### src/rtl/puf_key_loader_pkg.sv
// ----------------------------------------------------------------------------
// puf_key_loader_pkg
// Shared definitions for the PUF key loader: controller state encoding,
// challenge LFSR tap mask, default geometry and the substitute used when the
// requested challenge seed is all-zero (an all-zero LFSR would never move).
// ----------------------------------------------------------------------------
package puf_key_loader_pkg;

  typedef enum logic [1:0] {
    ST_IDLE   = 2'd0,
    ST_APPLY  = 2'd1,
    ST_SAMPLE = 2'd2,
    ST_DONE   = 2'd3
  } state_t;

  localparam int DEF_CHAL_W     = 64;
  localparam int DEF_SETTLE_CYC = 4;

  // x^64 + x^63 + x^61 + x^60 + 1 : feedback from bits 63, 62, 60, 59
  localparam logic [63:0] LFSR_TAPS     = 64'hD800_0000_0000_0000;
  localparam logic [63:0] ZERO_SEED_SUB = 64'h0000_0000_0000_0001;

endpackage

### src/rtl/challenge_lfsr.sv
// ----------------------------------------------------------------------------
// challenge_lfsr
// Fibonacci shift-left LFSR producing the arbiter-PUF challenge. The state
// register is the challenge itself, so o_state is a registered output.
// Ports:
//   clk, reset  : clock, asynchronous active-high reset (state -> 0)
//   i_load      : load i_seed (takes priority over i_step)
//   i_step      : advance one position
//   i_seed      : value loaded on i_load
//   o_state     : current LFSR state
// ----------------------------------------------------------------------------
module challenge_lfsr
  import puf_key_loader_pkg::*;
#(
  parameter int CHAL_W = DEF_CHAL_W
) (
  input  logic              clk,
  input  logic              reset,
  input  logic              i_load,
  input  logic              i_step,
  input  logic [CHAL_W-1:0] i_seed,
  output logic [CHAL_W-1:0] o_state
);

  logic [CHAL_W-1:0] r_state;
  logic              w_fb;

  assign w_fb    = ^(r_state & LFSR_TAPS[CHAL_W-1:0]);
  assign o_state = r_state;

  always_ff @(posedge clk or posedge reset) begin
    if (reset) begin
      r_state <= '0;
    end else if (i_load) begin
      r_state <= i_seed;
    end else if (i_step) begin
      r_state <= {r_state[CHAL_W-2:0], w_fb};
    end
  end

endmodule

### src/rtl/puf_key_loader.sv
// ----------------------------------------------------------------------------
// puf_key_loader
// Collects a KEY_W-bit key from an arbiter PUF, one bit per challenge, and
// hands it to an AES core. Each challenge is held SETTLE_CYC cycles before
// the response is sampled; the first sampled bit lands in key_out[KEY_W-1].
// The AES core is kept in reset until a complete key is available.
//
// Build option: define PUF_MAJORITY_VOTE_EN to sample each challenge on three
// consecutive cycles and store the majority bit (SAMPLE phase lasts 3 cycles).
//
// Ports:
//   clk, reset     : clock, asynchronous active-high reset
//   start          : level-sampled key request, honoured in IDLE/DONE only
//   seed           : challenge LFSR seed captured with an accepted start
//   puf_challenge  : registered challenge to the PUF
//   puf_resp       : PUF response bit (synchronous to clk)
//   key_out        : assembled key
//   key_valid      : key_out holds a complete key
//   busy           : collection in progress
//   aes_reset      : AES core reset, released together with key_valid
// ----------------------------------------------------------------------------
module puf_key_loader
  import puf_key_loader_pkg::*;
#(
  parameter int KEY_W      = 128,
  parameter int CHAL_W     = DEF_CHAL_W,
  parameter int SETTLE_CYC = DEF_SETTLE_CYC
) (
  input  logic              clk,
  input  logic              reset,
  input  logic              start,
  input  logic [CHAL_W-1:0] seed,
  output logic [CHAL_W-1:0] puf_challenge,
  input  logic              puf_resp,
  output logic [KEY_W-1:0]  key_out,
  output logic              key_valid,
  output logic              busy,
  output logic              aes_reset
);

  localparam logic [3:0] SETTLE_LAST = 4'(SETTLE_CYC - 1);

  state_t            r_state;
  logic [6:0]        r_bit_cnt;
  logic [3:0]        r_settle_cnt;
  logic [KEY_W-1:0]  r_key;
  logic              r_key_valid;
  logic              r_busy;
  logic              r_aes_reset;

  logic              w_accept;
  logic              w_last_sample;
  logic              w_bit;
  logic [CHAL_W-1:0] w_seed_eff;

  assign w_accept   = start && ((r_state == ST_IDLE) || (r_state == ST_DONE));
  assign w_seed_eff = (seed == '0) ? ZERO_SEED_SUB[CHAL_W-1:0] : seed;

`ifdef PUF_MAJORITY_VOTE_EN
  logic [1:0] r_vote_cnt;
  logic [1:0] r_votes;

  // Two earlier samples are registered; the third is taken live.
  assign w_last_sample = (r_state == ST_SAMPLE) && (r_vote_cnt == 2'd2);
  assign w_bit = (r_votes[0] & r_votes[1]) | (r_votes[0] & puf_resp) |
                 (r_votes[1] & puf_resp);
`else
  assign w_last_sample = (r_state == ST_SAMPLE);
  assign w_bit         = puf_resp;
`endif

  challenge_lfsr #(.CHAL_W(CHAL_W)) u_lfsr (
    .clk     (clk),
    .reset   (reset),
    .i_load  (w_accept),
    .i_step  (w_last_sample),
    .i_seed  (w_seed_eff),
    .o_state (puf_challenge)
  );

  always_ff @(posedge clk or posedge reset) begin
    if (reset) begin
      r_state      <= ST_IDLE;
      r_bit_cnt    <= '0;
      r_settle_cnt <= '0;
      r_key        <= '0;
      r_key_valid  <= 1'b0;
      r_busy       <= 1'b0;
      r_aes_reset  <= 1'b1;
`ifdef PUF_MAJORITY_VOTE_EN
      r_vote_cnt   <= '0;
      r_votes      <= '0;
`endif
    end else begin
      case (r_state)
        ST_IDLE, ST_DONE: begin
          if (start) begin
            r_state      <= ST_APPLY;
            r_bit_cnt    <= '0;
            r_settle_cnt <= '0;
            r_key_valid  <= 1'b0;
            r_busy       <= 1'b1;
            r_aes_reset  <= 1'b1;
`ifdef PUF_MAJORITY_VOTE_EN
            r_vote_cnt   <= '0;
`endif
          end
        end
        ST_APPLY: begin
          r_settle_cnt <= r_settle_cnt + 4'd1;
          if (r_settle_cnt == SETTLE_LAST) begin
            r_state <= ST_SAMPLE;
          end
        end
        ST_SAMPLE: begin
`ifdef PUF_MAJORITY_VOTE_EN
          if (!w_last_sample) begin
            r_votes    <= {r_votes[0], puf_resp};
            r_vote_cnt <= r_vote_cnt + 2'd1;
          end else begin
            r_vote_cnt <= '0;
          end
`endif
          if (w_last_sample) begin
            r_key        <= {r_key[KEY_W-2:0], w_bit};
            r_settle_cnt <= '0;
            // Counter stops at 127 so it never wraps within a key.
            if (r_bit_cnt == 7'd127) begin
              r_state     <= ST_DONE;
              r_key_valid <= 1'b1;
              r_busy      <= 1'b0;
              r_aes_reset <= 1'b0;
            end else begin
              r_bit_cnt <= r_bit_cnt + 7'd1;
              r_state   <= ST_APPLY;
            end
          end
        end
        default: r_state <= ST_IDLE;
      endcase
    end
  end

  assign key_out   = r_key;
  assign key_valid = r_key_valid;
  assign busy      = r_busy;
  assign aes_reset = r_aes_reset;

endmodule

### config.mk
export PLATFORM = sky130hd
export DESIGN_NAME = puf_key_loader
export DESIGN_NICKNAME = d
export VERILOG_FILES = /design/src/rtl/puf_key_loader_pkg.sv /design/src/rtl/challenge_lfsr.sv /design/src/rtl/puf_key_loader.sv
export SDC_FILE = /design/constraint.sdc
export NUM_CORES = 1
export LEC_CHECK = 0
export BUFFER_PORTS_ARGS = -buffer_cell sky130_fd_sc_hd__buf_2
export CAP_MARGIN = 25
export CORE_ASPECT_RATIO = 1.75
export CORE_MARGIN = 2
export CORE_UTILIZATION = 47
export CTS_CLUSTER_DIAMETER = 30
export DETAILED_ROUTE_END_ITERATION = 7
export PLACE_DENSITY = 0.72
export SYNTH_ARGS = -nofsm -noshare
export SYNTH_HDL_FRONTEND = slang
export SYNTH_HIERARCHICAL = 1
export SYNTH_SLANG_ARGS = --single-unit
### constraint.sdc
create_clock -name clk -period 4.9 [get_ports clk]
set_input_delay 0.98 -clock clk [delete_from_list [all_inputs] [get_ports clk]]
set_output_delay 0.98 -clock clk [all_outputs]
set_load 0.05 [all_outputs]
==> results.toml, run 1 <==
[power]
intPower_mw = 3.175
vdd_drop_max_v = 0.0003872
leakage_nw = 5.370
combPwrFrac = 0.025
swShare = 0.2180
p_per_area_mw_per_mm2 = 361.0
switchingPower_mw = 0.8852
power.share.clock = 0.550
p_total_mw = 4.060
pwr-share-seq = 0.425

[floorplan]
die_area_mm2 = 0.02024
fp-row-count = 66
start_util = 0.4803
dieWidth_um = 108.4
core_mm2 = 0.01866
ioPinCount = 263
fp.dieH_um = 186.7

[logic_synthesis]
syn_nets = 804
ys_types = 37
yosys-top-cells-area = "dfrtp_1, mux2_2, mux2i_1, o21ai_1, nand2_1"
synth_top_area_share = 0.5779
synth_area_mm2 = 0.008964
synth_warnings = 6
seq_area_frac_synth = 0.5808
syn_area_per_cell_um2 = 12.26
post-synth-top-area-cell = "dfrtp_1"
netlist_instances = 731
ys_seq_elements = 208

[timing]
worst_slack_ps = 2435
rsz0062_at_grt = "false"
report.final.slew_viol_count = 0
finalClockSkew_ps = 15.22
holdWs_ps = 473.4
worst_slew_pin_slew_ps = 833.5
setup_viol = 0
finalSetupTns_ps = 0
period_share = 0.5030
max_freq_mhz = 405.7
finalHoldViolCount = 0
finalCriticalPeriod_ps = 2465
relSlewSlack = 0.4443

[cells_and_area]
regArea_mm2 = 0.005206
drive_gt1_frac = 0.4801
final_cell_mix = "buf_2, dfrtp_1, mux2_2"
fillers = 1548
multi_input_area_mm2 = 0.003263
mostFrequentLayoutCell = "buf_2"
num_antenna_cells = 0
synthToLayoutAreaGrowth_pct = 25.47
final_area_mm2 = 0.01125
nets = 1003

[global_route]
grt_pass1_vias = 6514
grt_first_pass_wirelength_um = 32640
overflow = 0
grt_max_degree = 135
use_met1 = 0.2199
grt_antenna_before_repair = 0
grt_util_met3 = 0.05903
grt_usage = 0.1997
use_met2 = 0.3510
grt-busiest-layer = "met2"

[place]
port_buffers = 262
place_ws_ps = 2094
finalWeightedCongestion = 0.7980
dp_hpwl_um = 14140
place_area_mm2 = 0.01017

[detailed_routing]
via_per_inst = 5.237
drc = 0
wl_per_cell_um = 17.07
via_count = 6243
dr.pass1.iters = 4
dr.first_iter.drc_count = 380
ant_nets = 0
drt_wl_total_um = 20340

[cts]
cts-buffers-inserted = 30
cts.repair_timing.setup_buffer_count = 0
cts_buffer_depth = 3
cts_tree = "done"
clock_latency_ps = 530
cts_root_buf = "clkbuf_16"
ctsResizeCount = 0
clkSinkCount = 208
post_cts_hold_buffer_count = 0
htree_num_levels = 1
cts.reportedPaths.clkPinSlew_ps = 60

[setup_path]
worstPathRequired_ps = 5290
critPathMaxFanout = 66
path_class = "flip-flop to flip-flop"
ff2ff_setup_slack_ps = 2440
crit_arrival_ps = 2850
endpoint_kind = "flip-flop"
setup.worst_path.start_class = "flip-flop"

[job]
cap_violations = 0

[run_status]
outcome = "complete, no violations"

[min_path]
min_path_type = "flip-flop to flip-flop"
-- routing by layer --
metal,share of wire,vias up
li1,-,2902
met1,0.36,3053
met2,0.52,238
met3,0.086,50
met4,0.038,0
met5,0,-
-- area by class of cell --
type / instances / area share
flip-flops and latches: 208 / 0.4629
multi-input cells: 414 / 0.2901
repair buffers: 268 / 0.1217
clock buffers: 36 / 0.07242
well taps: 238 / 0.02648
clock inverters: 20 / 0.02314
inverters: 8 / 0.003226
-- critical path, cell delays in order, from the launching register on --
cell,delay (ps)
dfrtp_1,400
inv_1,130
ha_4,230
nand2_1,110
clkinv_2,600
buf_4,580
nand2_1,150
o21ai_1,80
-- synth_stat cells (all sizes together) --
| cell | n |
|---|---|
| dfrtp | 207 |
| mux2 | 129 |
| nand2 | 79 |
| clkbuf | 75 |
| o21ai | 69 |
| mux2i | 66 |
| buf | 26 |
| nor4 | 16 |
| inv | 8 |
| nand3 | 8 |
| a21oi | 6 |
| ha | 5 |
| nand4 | 5 |
| nor2 | 5 |
| nand2b | 4 |
| a21o | 2 |
| a22o | 2 |
| a22oi | 2 |
| a2bb2oi | 2 |
| nor2b | 2 |
| xor2 | 2 |
| a31oi | 1 |
| a32oi | 1 |
| and3 | 1 |
| and4 | 1 |
| dfstp | 1 |
| nor3 | 1 |
| nor3b | 1 |
| o41ai | 1 |
| or4 | 1 |
| or4b | 1 |
| xnor2 | 1 |
-- cells by family after synthesis --
| kind of cell | Yosys count | share of synthesized area |
|---|---|---|
| AO/OA/AOI/OAI | 86 | 0.05263 |
| adder cells (fa/ha/maj) | 5 | 0.006979 |
| buffers and inverters | 109 | 0.05653 |
| XOR/XNOR | 3 | 0.002932 |
| flip-flops | 208 | 0.5808 |
| AND/OR/NAND/NOR | 125 | 0.06435 |
| multiplexers | 195 | 0.2358 |
-- worst paths after layout --
path | startpoint | end | depth (start not counted)
hold / removal | aes_reset | aes_reset | 2
setup reg to reg | r_state[0] | u_lfsr/o_state[37] | 7
max in group asynchronous | reset | key_out[89] | 3
min in group asynchronous | reset | key_valid | 2
setup / recovery | r_state[0] | u_lfsr/o_state[37] | 7
hold reg to reg | aes_reset | aes_reset | 2
-- power by group through the flow --
stage | logic, mW | clock network (mW) | registers [mW]
2_1_floorplan | 0.0476 | 0 | 1.77
3_3_place_gp | 0.105 | 0 | 1.76
3_5_place_dp | 0.104 | 0 | 1.76
4_1_cts | 0.105 | 2.29 | 1.73
5_1_grt | 0.113 | 2.36 | 1.73
6_report | 0.101 | 2.23 | 1.73
-- sequential cells by signal, indices dropped and copies added, names as in the netlist --
signal	flops
r_settle_cnt	4
r_bit_cnt	7
busy	1
r_state	2
key_out	128
u_lfsr/o_state	64
aes_reset	1
key_valid	1
-- through the flow --
step | cells | utilization
finish | 1192 | 0.6026
floorplan | 731 | -
global placement | 1136 | 0.5451
CTS | 1192 | 0.6026
detailed placement | 1136 | 0.5451
global route | 1192 | 0.6026
(Power assumes the default switching activity.)
==> run 2: changes to the inputs <==
clock period = 2.11 ns   (was 4.9 ns; I/O delays follow)
==> results.toml, run 2 (synthesis results as in run 1) <==
[run_status]
outcome = "complete, no violations"

[floorplan]
start_util = 0.4803
dieWidth_um = 108.4
core_mm2 = 0.01866
ioPinCount = 263
die_area_mm2 = 0.02024
fp.dieH_um = 186.7
fp-row-count = 66

[place]
finalWeightedCongestion = 0.8118
place_ws_ps = -135.4
place_inst = 1160
dp_hpwl_um = 15420
port_buffers = 262
place_area_mm2 = 0.01048

[cts]
cts_root_buf = "clkbuf_16"
clkSinkCount = 208
ctsResizeCount = 0
cts_tree = "done"
htree_num_levels = 2
cts.reportedPaths.clkPinSlew_ps = 50
cts_buffer_depth = 3
clock_latency_ps = 480
cts-buffers-inserted = 34
post_cts_hold_buffer_count = 0
cts.repair_timing.setup_buffer_count = 0

[timing]
max_freq_mhz = 551.9
rsz0062_at_grt = "false"
worst_slack_ps = 298.0
finalSetupTns_ps = 0
worst_slew_pin_slew_ps = 639.9
finalHoldViolCount = 0
period_share = 0.8588
relSlewSlack = 0.5725
finalClockSkew_ps = 24.54
report.final.slew_viol_count = 0
finalCriticalPeriod_ps = 1812
setup_viol = 0

[detailed_routing]
top_layer_used = "met4"
dr.first_iter.drc_count = 258
drt_wl_total_um = 21190
wl_met2_um = 11100
wl_met3_um = 1689
wl_per_cell_um = 17.38
ant_nets = 0
drt-met1-wl_um = 7446
dr.pass1.iters = 4
via_count = 6396
via_per_inst = 5.247
drc = 0

[power]
vdd_drop_max_v = 0.0007386
leakage_nw = 5.567
p_per_area_mw_per_mm2 = 842.3
p_total_mw = 9.793

[setup_path]
path_class = "flip-flop to flip-flop"
ff2ff_path_depth = 6
ff2ff_setup_slack_ps = 300
worstPathRequired_ps = 2450
path_delay_family = "buffers and inverters"
cp_num_buf_inv = 3
path_cells = "inv_1 > ha_4 > nand2_1 > clkinv_2 > buf_4 > a2bb2oi_1"
crit_cells = 6
cp-startpoint = "r_state[0]"
crit_arrival_ps = 2150
setup.worst_path.start_class = "flip-flop"
r2r_end = "busy"
endpoint_kind = "flip-flop"
slowest_delay_ps = 390
r2r-start = "r_state[0]"
critPathMaxFanout = 24
slowest_stage = "dfrtp_1"

[global_route]
grt_antenna_before_repair = 0
grt_usage = 0.2084
overflow = 0
grt_first_pass_wirelength_um = 33630
grt_pass1_vias = 6673
grt_max_degree = 75

[cells_and_area]
mostFrequentLayoutCell = "buf_2"
num_antenna_cells = 0
fin_cells = 1219
drive_gt1_frac = 0.4924
nets = 1031
synthToLayoutAreaGrowth_pct = 29.72
final_area_mm2 = 0.01163
largest_reg_flops = 128
final_cell_mix = "buf_2, dfrtp_1, mux2_2"

[min_path]
min_path_type = "input pin to asynchronous set/reset pin"

[job]
cap_violations = 0
## run 2: cell types whose count changed in the layout (fill, tap and decap cells not counted)
cell	previous run	this run
clkinv_4	2	5
clkbuf_8	2	3
clkinv_8	1	0
clkbuf_16	31	35
clkinv_2	4	5
buf_4	5	19
buf_12	1	11
clkbuf_1	3	5
inv_6	8	1
## run 2: report_power, final
group / switching, mW / internal (mW)
registers: 0.00688 / 4.01
logic: 0.174 / 0.0851
clock network: 1.88 / 3.65
## run 2: worst reg2reg max path: stages (launching register included)
cell       delay (ps)
dfrtp_1           390
inv_1             120
ha_4              230
nand2_1           120
clkinv_2          340
buf_4             340
a2bb2oi_1         140
## run 2: metrics by stage
| stage | utilization | hold WS [ps] |
|---|---|---|
| floorplan | - | 462.5 |
| global placement | 0.5613 | 465.9 |
| detailed placement | 0.5613 | 476.6 |
| CTS | 0.6230 | 43.56 |
| global route | 0.6230 | 61.92 |
| finish | 0.6230 | 26.13 |
## run 2: routing by layer
metal  vias up  GRT usage
met5         -          0
met4         0    0.09763
met3        63    0.05519
met2       254     0.3766
met1      3118     0.2200
li1       2961          -
## run 2: worst max-delay path by stage
| stage | to | slack, ps |
|---|---|---|
| 2_1_floorplan | busy | -120 |
| 3_3_place_gp | u_lfsr/o_state[0] | -110 |
| 3_5_place_dp | u_lfsr/o_state[0] | -140 |
| 4_1_cts | u_lfsr/o_state[56] | 280 |
| 5_1_grt | busy | 130 |
| 6_report | busy | 300 |
## run 2: area by class of cell
cell class,instances,area [um^2]
fill,1550,7036
sequential,208,5206
multi-input combinational,414,3263
timing repair buffer,292,1674
clock buffer,43,935.9
tap,238,297.8
clock inverter,16,215.2
inverter,8,35.03
==> run 3: changes to the inputs <==
CORE_UTILIZATION = 35   (was 47)
PLACE_DENSITY = 0.56   (was 0.72)
RECOVER_POWER = 25   (was unset)
==> results.toml, run 3 (synthesis results as in run 1) <==
[run_status]
outcome = "complete, no violations"

[detailed_routing]
wl_per_cell_um = 17.69
via_count = 6323
dr.first_iter.drc_count = 264
ant_nets = 0
via_per_inst = 4.856
drc = 0
drt_wl_total_um = 23030
dr.pass1.iters = 4

[floorplan]
die_area_mm2 = 0.02696
fp.dieH_um = 215.7
start_util = 0.3551
fp-row-count = 77
dieWidth_um = 125.0
core_mm2 = 0.02524
ioPinCount = 263

[timing]
period_share = 0.8687
finalHoldViolCount = 0
max_freq_mhz = 545.6
setup_viol = 0
report.final.slew_viol_count = 0
finalSetupTns_ps = 0
relSlewSlack = 0.2346
rsz0062_at_grt = "false"
finalCriticalPeriod_ps = 1833
worst_slew_pin_slew_ps = 1142
finalClockSkew_ps = 23.23

[min_path]
min_path_type = "input pin to flip-flop"

[global_route]
grt_pass1_vias = 6722
grt_max_degree = 91
overflow = 0
grt_antenna_before_repair = 0
grt_usage = 0.1706
grt_first_pass_wirelength_um = 37000

[setup_path]
ff2ff_setup_slack_ps = 280
ff2ff_path_depth = 5
r2r_end = "key_out[28]"
crit_arrival_ps = 2230
path_delay_family = "buffers and inverters"
critPathMaxFanout = 57
r2r-start = "r_state[0]"
endpoint_kind = "flip-flop"
path_class = "flip-flop to flip-flop"
setup.worst_path.start_class = "flip-flop"
slowest_delay_ps = 390
cp_num_buf_inv = 3
slowest_stage = "dfrtp_1"
crit_end = "key_out[28]"
worstPathRequired_ps = 2500
cp-startpoint = "r_state[0]"
path_cells = "inv_1 > ha_4 > buf_12 > buf_4 > mux2_2"
crit_cells = 5

[cells_and_area]
final_area_mm2 = 0.01173
num_antenna_cells = 0
multi_input_area_mm2 = 0.003263
fillers = 2362
mostFrequentLayoutCell = "buf_2"
largest_reg_flops = 128
drive_gt1_frac = 0.4868
final_cell_mix = "buf_2, dfrtp_1, mux2_2"
nets = 1031
synthToLayoutAreaGrowth_pct = 30.85
regArea_mm2 = 0.005206

[cts]
cts_tree = "done"
cts_buffer_depth = 3
cts.reportedPaths.clkPinSlew_ps = 50
htree_num_levels = 2
ctsResizeCount = 0
clkSinkCount = 208
cts-buffers-inserted = 36
clock_latency_ps = 510
cts_root_buf = "clkbuf_16"

[place]
place_area_mm2 = 0.01051
dp_hpwl_um = 16660
finalWeightedCongestion = 0.7910
port_buffers = 262

[power]
swShare = 0.2117
power.share.clock = 0.584
combPwrFrac = 0.025
p_per_area_mw_per_mm2 = 874.0
vdd_drop_max_v = 0.0006504
switchingPower_mw = 2.170
leakage_nw = 5.563
intPower_mw = 8.081
pwr-share-seq = 0.391

[job]
cap_violations = 0
==> run 3: cell types whose count changed in the layout (fill, tap and decap cells not counted), sizes merged <==
cell	delta
buf	-12
clkbuf	+15
clkinv	-2
clkinvlp	+3
dlygate4sd3	+1
==> run 3: final cells by class <==
class                           count  share of cell area
Clock buffer                       49             0.08972
Timing Repair Buffer              290              0.1333
Multi-Input combinational cell    414              0.2782
Inverter                            8            0.002774
Tap cell                          316             0.03371
Clock inverter                     17             0.01835
Sequential cell                   208              0.4439
==> run 3: timing repair <==
action / in CTS / in global routing
setup buffers: 0 / 0
hold buffers: 1 / 0
endpoints found under the hold margin: 15 / 0
==> run 3: worst min path at each step <==
stage | start | end | slack, ps | depth (start not counted)
after floorplan | r_bit_cnt[1] | r_bit_cnt[1] | 460 | 2
after global placement | aes_reset | aes_reset | 470 | 2
after detailed placement | aes_reset | aes_reset | 470 | 2
after CTS | puf_resp | key_out[0] | 120 | 2
after global routing | puf_resp | key_out[0] | 130 | 2
final | puf_resp | key_out[0] | 150 | 2
==> run 3: worst register-to-register path, cell delays in order, from the launching register on <==
cell and delay, ps:
dfrtp_1 390, inv_1 130, ha_4 230, buf_12 290, buf_4 330, mux2_2 350
==> run 3: power by group through the flow <==
| stage | clock, mW | sequential [mW] | combinational (mW) |
|---|---|---|---|
| 6_report | 5.98 | 4.01 | 0.254 |
| 5_1_grt | 6.33 | 4.01 | 0.285 |
| 4_1_cts | 6.16 | 4.01 | 0.279 |
| 3_5_place_dp | 0 | 4.08 | 0.276 |
| 3_3_place_gp | 0 | 4.08 | 0.277 |
| 2_1_floorplan | 0 | 4.11 | 0.111 |
==> run 3: stage by stage <==
stage | total power [mW] | setup WS, ps | cells | utilization | hold WS [ps]
global route | 10.62 | 102.7 | 1302 | 0.4647 | 126.2
floorplan | 4.224 | -116.2 | 731 | - | 462.5
global placement | 4.355 | -95.96 | 1235 | 0.4165 | 469.1
CTS | 10.45 | 279.6 | 1302 | 0.4671 | 122.3
detailed placement | 4.354 | -49.34 | 1235 | 0.4165 | 470.4
finish | 10.25 | 277.0 | 1302 | 0.4647 | 147.4
==> run 3: metal layers <==
metal  global-route usage  vias to the layer above  routed length, um
li1                     -                     2960                  -
met1               0.1901                     3087               8691
met2               0.3000                      237              11880
met3              0.05949                       39               1816
met4              0.06185                        0                638
met5                    0                        -                  0
